## config.mk

```make
export PLATFORM = sky130hd
export DESIGN_NAME = idct_coef_gen
export DESIGN_NICKNAME = d
export VERILOG_FILES = /design/src/rtl/idct_coef_gen.sv
export SDC_FILE = /design/constraint.sdc
export NUM_CORES = 1
export LEC_CHECK = 0
export BUFFER_PORTS_ARGS = -buffer_cell sky130_fd_sc_hd__buf_2
export CAP_MARGIN = 20
export CORE_MARGIN = 2
export CORE_UTILIZATION = 50
export CTS_CLUSTER_SIZE = 20
export DETAILED_ROUTE_END_ITERATION = 7
export PLACE_DENSITY = 0.69
export SETUP_SLACK_MARGIN = 0.4
export SYNTH_ARGS = -nofsm -noshare
export SYNTH_HDL_FRONTEND = slang
export SYNTH_SLANG_ARGS = --single-unit
```

## constraint.sdc

```tcl
create_clock -name clk -period 8.7 [get_ports clk]
set_clock_uncertainty 0.1 [all_clocks]
set_input_delay 2.175 -clock clk [delete_from_list [all_inputs] [get_ports clk]]
set_output_delay 2.175 -clock clk [all_outputs]
set_load 0.1 [all_outputs]
```

## src/rtl/idct_coef_gen.sv

```systemverilog
// rtl/idct_coef_gen.sv - streaming 8-point IDCT basis coefficient generator
// Single (x,u) lookups or 64-item bursts through a two-stage fold/lookup pipeline.
module idct_coef_gen #(
    parameter int FRAC_BITS = 9,
    parameter int COEF_W    = 16
) (
    input  logic                     clk,
    input  logic                     rst,
    input  logic                     req_valid,
    output logic                     req_ready,
    input  logic [2:0]               req_x,
    input  logic [2:0]               req_u,
    input  logic                     req_burst,
    input  logic                     dc_scale_en,
    output logic                     out_valid,
    input  logic                     out_ready,
    output logic signed [COEF_W-1:0] out_coef,
    output logic [2:0]               out_x,
    output logic [2:0]               out_u,
    output logic                     out_last,
    output logic                     busy
);

    localparam int SH = 15 - FRAC_BITS;

    typedef enum logic {IDLE, BURST} state_t;

    state_t     state, state_nxt;
    logic [5:0] n, n_nxt;
    logic       dc_hold;
    logic       stall;

    logic       iss_valid;
    logic [2:0] iss_x, iss_u;
    logic       iss_last, iss_dc;

    logic       s1_valid, s1_neg, s1_dc, s1_last;
    logic [3:0] s1_m;
    logic [2:0] s1_x, s1_u;

    logic [4:0] odd, k;
    logic [3:0] m;
    logic       neg;

    logic [16:0]       mag, rnd;
    logic [COEF_W-1:0] r_ext, coef_nxt;

    assign stall = out_valid & ~out_ready;
    assign busy  = (state == BURST) | s1_valid | out_valid;

    always_ff @(posedge clk or posedge rst) begin
        if (rst) begin
            state   <= IDLE;
            n       <= 6'd0;
            dc_hold <= 1'b0;
        end else begin
            state <= state_nxt;
            n     <= n_nxt;
            if (state == IDLE && req_valid && req_ready && req_burst)
                dc_hold <= dc_scale_en;
        end
    end

    always_comb begin
        state_nxt = state;
        n_nxt     = n;
        req_ready = 1'b0;
        iss_valid = 1'b0;
        iss_x     = req_x;
        iss_u     = req_u;
        iss_last  = 1'b1;
        iss_dc    = dc_scale_en;
        case (state)
            IDLE: begin
                req_ready = ~stall;
                if (req_valid && !stall) begin
                    if (req_burst) begin
                        state_nxt = BURST;
                        n_nxt     = 6'd0;
                    end else begin
                        iss_valid = 1'b1;
                    end
                end
            end
            BURST: begin
                iss_x    = n[5:3];
                iss_u    = n[2:0];
                iss_last = (n == 6'd63);
                iss_dc   = dc_hold;
                if (!stall) begin
                    iss_valid = 1'b1;
                    n_nxt     = n + 6'd1;
                    if (n == 6'd63)
                        state_nxt = IDLE;
                end
            end
            default: state_nxt = IDLE;
        endcase
    end

    // Fold the phase k onto the first quarter wave 0..8 and remember the sign.
    assign odd = {1'b0, iss_x, 1'b1};
    assign k   = odd * {2'b00, iss_u};

    always_comb begin
        m   = 4'd0;
        neg = 1'b0;
        if (k <= 5'd8) begin
            m = k[3:0];
        end else if (k <= 5'd16) begin
            m   = 4'(5'd16 - k);
            neg = 1'b1;
        end else if (k <= 5'd24) begin
            m   = 4'(k - 5'd16);
            neg = 1'b1;
        end else begin
            m = 4'(6'd32 - {1'b0, k});
        end
    end

    always_ff @(posedge clk or posedge rst) begin
        if (rst) begin
            s1_valid <= 1'b0;
            s1_m     <= 4'd0;
            s1_neg   <= 1'b0;
            s1_dc    <= 1'b0;
            s1_x     <= 3'd0;
            s1_u     <= 3'd0;
            s1_last  <= 1'b0;
        end else if (!stall) begin
            s1_valid <= iss_valid;
            if (iss_valid) begin
                s1_m    <= m;
                s1_neg  <= neg;
                s1_dc   <= iss_dc & (iss_u == 3'd0);
                s1_x    <= iss_x;
                s1_u    <= iss_u;
                s1_last <= iss_last;
            end
        end
    end

    always_comb begin
        mag = 17'd0;
        if (s1_dc) begin
            mag = 17'd23170;
        end else begin
            case (s1_m)
                4'd0:    mag = 17'd32768;
                4'd1:    mag = 17'd32138;
                4'd2:    mag = 17'd30274;
                4'd3:    mag = 17'd27246;
                4'd4:    mag = 17'd23170;
                4'd5:    mag = 17'd18205;
                4'd6:    mag = 17'd12540;
                4'd7:    mag = 17'd6393;
                default: mag = 17'd0;
            endcase
        end
    end

    generate
        if (SH == 0) begin : g_full
            assign rnd = mag;
        end else begin : g_round
            assign rnd = (mag + 17'(1 << (SH - 1))) >> SH;
        end
    endgenerate

    assign r_ext    = COEF_W'(rnd);
    assign coef_nxt = s1_neg ? (~r_ext + 1'b1) : r_ext;

    always_ff @(posedge clk or posedge rst) begin
        if (rst) begin
            out_valid <= 1'b0;
            out_coef  <= '0;
            out_x     <= 3'd0;
            out_u     <= 3'd0;
            out_last  <= 1'b0;
        end else if (!stall) begin
            out_valid <= s1_valid;
            if (s1_valid) begin
                out_coef <= coef_nxt;
                out_x    <= s1_x;
                out_u    <= s1_u;
                out_last <= s1_last;
            end
        end
    end

endmodule

```

==> Word level (Yosys, flattened, before mapping) <==
Memory sizes are Yosys's and may differ from the RTL's.
Cells that the tools add are included.
{ "totals": {"ram_bits": 0, "romBits": 128, "ff_bits": 46, "latch_bits": 0, "in_bits": 12, "n_memories": 1} }
{ "op_classes": {"shifts": 0, "bitwise": 8, "mul": 1, "reduce_logical": 9, "muxes": 27, "eq_ne": 4, "div_mod_pow": 0, "magnitude_cmp": 3, "add_sub_neg": 6} }
{ "memory_table": {"columns": ["name", "depth", "word_bits", "read_ports", "rd_ports_with_merged_regs", "write_ports", "line", "source"], "rows": [
  ["(name not given)", 8, 16, 1, 0, 0, "148", "case (s1_m)"]
]} }
{ "op_table": {"columns": ["operator", "n"], "rows": [
  ["$mux W17", 2],
  ["$mux W6", 3],
  ["$add A17 B6 Y17 const B", 1],
  ["$add A16 B1 Y16 const B", 1],
  ["$mux W16", 1],
  ["$not A11 Y16", 1],
  ["$mux W1", 13],
  ["$mux W4", 3],
  ["$pmux W6 S2", 1],
  ["$le A5 B5 Y1 const B", 2],
  ["$sub A1 B4 Y4 const A", 2],
  ["$add A6 B1 Y6 const B", 1],
  ["$eq A6 B6 Y1 const B", 1],
  ["$mux W3", 2],
  ["$le A5 B4 Y1 const B", 1],
  ["$mul A4 B3 Y5", 1],
  ["$logic_and A1 B1 Y1", 4],
  ["$ne A2 B2 Y1 const B", 2],
  ["$pmux W1 S2", 2],
  ["$reduce_and A2 Y1", 2],
  ["$sub A4 B1 Y4 const B", 1],
  ["$logic_not A3 Y1", 1],
  ["$not A1 Y1", 3],
  ["$reduce_and A3 Y1", 1],
  ["4 further kinds", 6]
]} }

==> Depth between registers and ports, before layout <==
{ "logic_depth": {"ltp_word": 7, "mapped_depth": 15} }

==> Worst setup path after synthesis <==
Ideal clock, no wire load.
{ "synth_path": {"path_type": "input-to-output", "from": "input port out_ready", "to": "output port req_ready", "t_arrival_ns": 3.522, "cell_stages": 2, "slack_ns": 2.903, "n_path_buf": 0, "cell_sequence": "nor2b_1 nor2_1"} }
{ "synth_between": {"elab_chain_cells": 4} }
{ "synth_rtl": {"columns": ["element", "line", "source"], "rows": [
  ["from (decl)", "16", "input logic out_ready,"],
  ["$not A1 Y1", "48", "assign stall = out_valid & ~out_ready;"],
  ["$and A1 B1 Y1", "48", null],
  ["$not A1 Y1 (no line)", null, null],
  ["$mux W1", "73", "case (state)"],
  ["to (decl)", "10", "output logic req_ready,"]
]} }
Every way passes these cells.

==> Worst setup path in the final report <==
Ends and elaborated chain as after synthesis.

==> run_results.csv <==
group,metric,value,unit
placed_design,portBuffers,37,
detailed_routing,drtIter0Drc,85,
finish,flow.area_growth_from_synthesis,10.1,%
sta,period_minus_slack,5.25,ns
detailed_routing,detail_route.drc_violations,0,
detailed_routing,post_drt_via_cell_ratio,5.41,
sta,report.final.hold_viol_count,0,
die,initial_utilization,52.5,%
logic_synthesis,postSynth.topFlopCell,"dfrtp_1",
cts,htree_num_levels,2,
die,design.core.area,5610,sq um
cts,cts_repair_resizes,0,
sta,worstMarginPinSlew,0.936,ns
detailed_routing,routed_wirelength,5840,um
die,floorplan.die_area,6520,sq um
finish,antenna-diode-count,0,
sta,timing.setup.tns,0,ns
global_route,overflow,0,
sta,drv_slew,0,
finish,final_common_cell,"dfrtp_1",
logic_synthesis,syn_inst,313,
flow_run,max-cap-violations,0,
finish,most-common-layout-cells,"dfrtp_1, nand2_1, buf_2, o21ai_0, nor2_1",
cts,root_buffer,"clkbuf_8",
logic_synthesis,synth-seq-cells,45,
cts,longest_clk_path_bufs,2,
cts,cts_sinks,45,
logic_synthesis,ys_seq_area_share,38.2,%
cts,cts_made_buffers,5,
logic_synthesis,synth_async_sr_flop_share,100,%
cts,cts.hold.buffers_added,0,
cts,cts_tree,"yes",
sta,max_clock_freq,191,MHz
logic_synthesis,synth_nets,339,
detailed_routing,vias,2230,
die,fp.dieW,80.8,um
setup_path,timing_worst_setup_path_type,"primary input to output pin",
logic_synthesis,synth.lib_cells_used.distinct,56,
cts,path_clk_slew,0.08,ns
die,number_of_rows_created_at_floorplan,27,
logic_synthesis,syn_area,2950,sq um
detailed_routing,ant_nets,0,
global_route,first_global_vias,2030,
setup_path,crit_path_start_kind,"primary input",
worst_hold_path,holdCritPathClass,"flip-flop to flip-flop",
setup_path,critical_path_peak_fanout,6,
logic_synthesis,avgSynthCellArea,9.41,sq um
global_route,grt_use_total,19.1,%
finish,final_layout_size_suffix_gt1_share,21.2,%
detailed_routing,avgRoutedWirePerCell,14.2,um
sta,relSlewSlack,37.6,%
sta,timing.final.setup_violations,0,
placed_design,gpl.final_weighted_congestion,0.808,
die,die-height,80.8,um
die,top_level_ports,38,
global_route,grt_pass1_wl,9760,um
finish,nets,365,
placed_design,detailed_place_hpwl,4250,um
status,outcome,"completed",
setup_path,crit_required,6.43,ns
logic_synthesis,synth-edff-count,0,
sta,period_share,60.3,%
cts,clk_latency_worst_skew_pair,0.30,ns
logic_synthesis,yosys_warnings,0,
setup_path,crit_path_end_kind,"output pin",
cts,post_cts.repair.setup_buffers,0,
sta,rsz_0062_raised_after_global_routing,"no",
setup_path,worst-endpoint-arrival,2.97,ns
global_route,initial_antenna_violation_count,0,
detailed_routing,drt-pass1-iter-count,5,
global_route,grt_start_max_net_pins,46,
## cell usage after synthesis, drive strengths merged (2+ instances only)
master | instances | area [sq um]
dfrtp | 45 | 1130
nand2 | 40 | 150
o21ai | 34 | 170
nor2 | 15 | 56.3
xnor2 | 13 | 114
inv | 12 | 45.0
clkbuf | 11 | 41.3
ha | 11 | 138
buf | 10 | 70.1
mux2i | 10 | 100
xor2 | 10 | 87.6
a21oi | 8 | 40.0
mux2 | 8 | 93.8
or2 | 8 | 50.1
nand2b | 6 | 37.5
nand3 | 6 | 30.0
a21o | 5 | 37.5
and3 | 5 | 31.3
nor2b | 5 | 31.3
a2111oi | 4 | 60.1
nand4 | 4 | 25.0
nor3b | 4 | 46.3
fa | 3 | 60.1
o31ai | 3 | 22.5
a211o | 2 | 17.5
a31oi | 2 | 12.5
and2 | 2 | 12.5
nand3b | 2 | 15.0
nor3 | 2 | 10.0
nor4 | 2 | 12.5
nor4bb | 2 | 20.0
o2111a | 2 | 22.5
o2111ai | 2 | 23.8
o21a | 2 | 15.0
o41ai | 2 | 25.0
or3 | 2 | 12.5
## stage by stage
step                      instances  utilization, %  worst slack (ns)  instance area, sq um  hold WS, ns
after floorplan                 313               -              2.90                  2950        0.346
final                           412            57.8              3.45                  3240        0.379
after global placement          403            55.7              3.48                  3120        0.355
after CTS                       411            57.3              3.45                  3210        0.385
after detailed placement        403            55.7              3.45                  3120        0.365
after global routing            412            57.8              3.39                  3240        0.406
## sequential cells by signal, indices dropped and copies added (netlist names), 2 cells and up
name / count
s1_u: 2
n: 6
s1_x: 3
out_x: 3
s1_m: 4
out_u: 3
out_coef: 16
## cell type report
type | instances | area (sq um)
Tap cell | 72 | 90.1
Fill cell | 523 | 2370
Clock buffer | 5 | 68.8
Clock inverter | 3 | 21.3
Multi-Input combinational cell | 235 | 1660
Timing Repair Buffer | 40 | 228
Inverter | 12 | 45.0
Sequential cell | 45 | 1130
## layer usage
layer	global-route usage [%]	vias to the layer above	share of wire, %
li1	-	1142	-
met1	27.0	1041	49
met2	30.7	42	46
met3	3.33	5	3.7
met4	4.58	0	1.0
met5	0	-	0
## final timing paths
kind                                 to  cells past startpoint  slack, ns          from
max in group asynchronous   out_coef[2]                      3       6.23           rst
max reg2reg                out_coef[13]                      9       5.10       s1_m[1]
min reg2reg                out_coef[12]                      1       0.38  out_coef[12]
min                        out_coef[12]                      1       0.38  out_coef[12]
min in group asynchronous     out_valid                      3       1.90           rst
max                           req_ready                      4       3.45     out_ready
## critical path, stage by stage
cell and delay (ns):
buf_2 0.10, nor2b_1 0.29, nor2_1 0.08, buf_2 0.32
## logic make-up (layout without fill, tap and decap cells)
kind of cell               Yosys count  count (layout)  share of synthesized area, %
AOI/OAI and AO/OA                   72              72                          17.0
xor gates and xnor gates            23              23                          6.84
and+or+nand+nor                    108             108                          19.3
muxes                               18              18                          6.58
DFF                                 45              45                          38.2
buffers and inverters               33              60                          5.31
adders and majority gates           14              14                          6.71
Power is not shown: default switching activity piles up to over one toggle a cycle in this logic, so the estimate is an artifact.
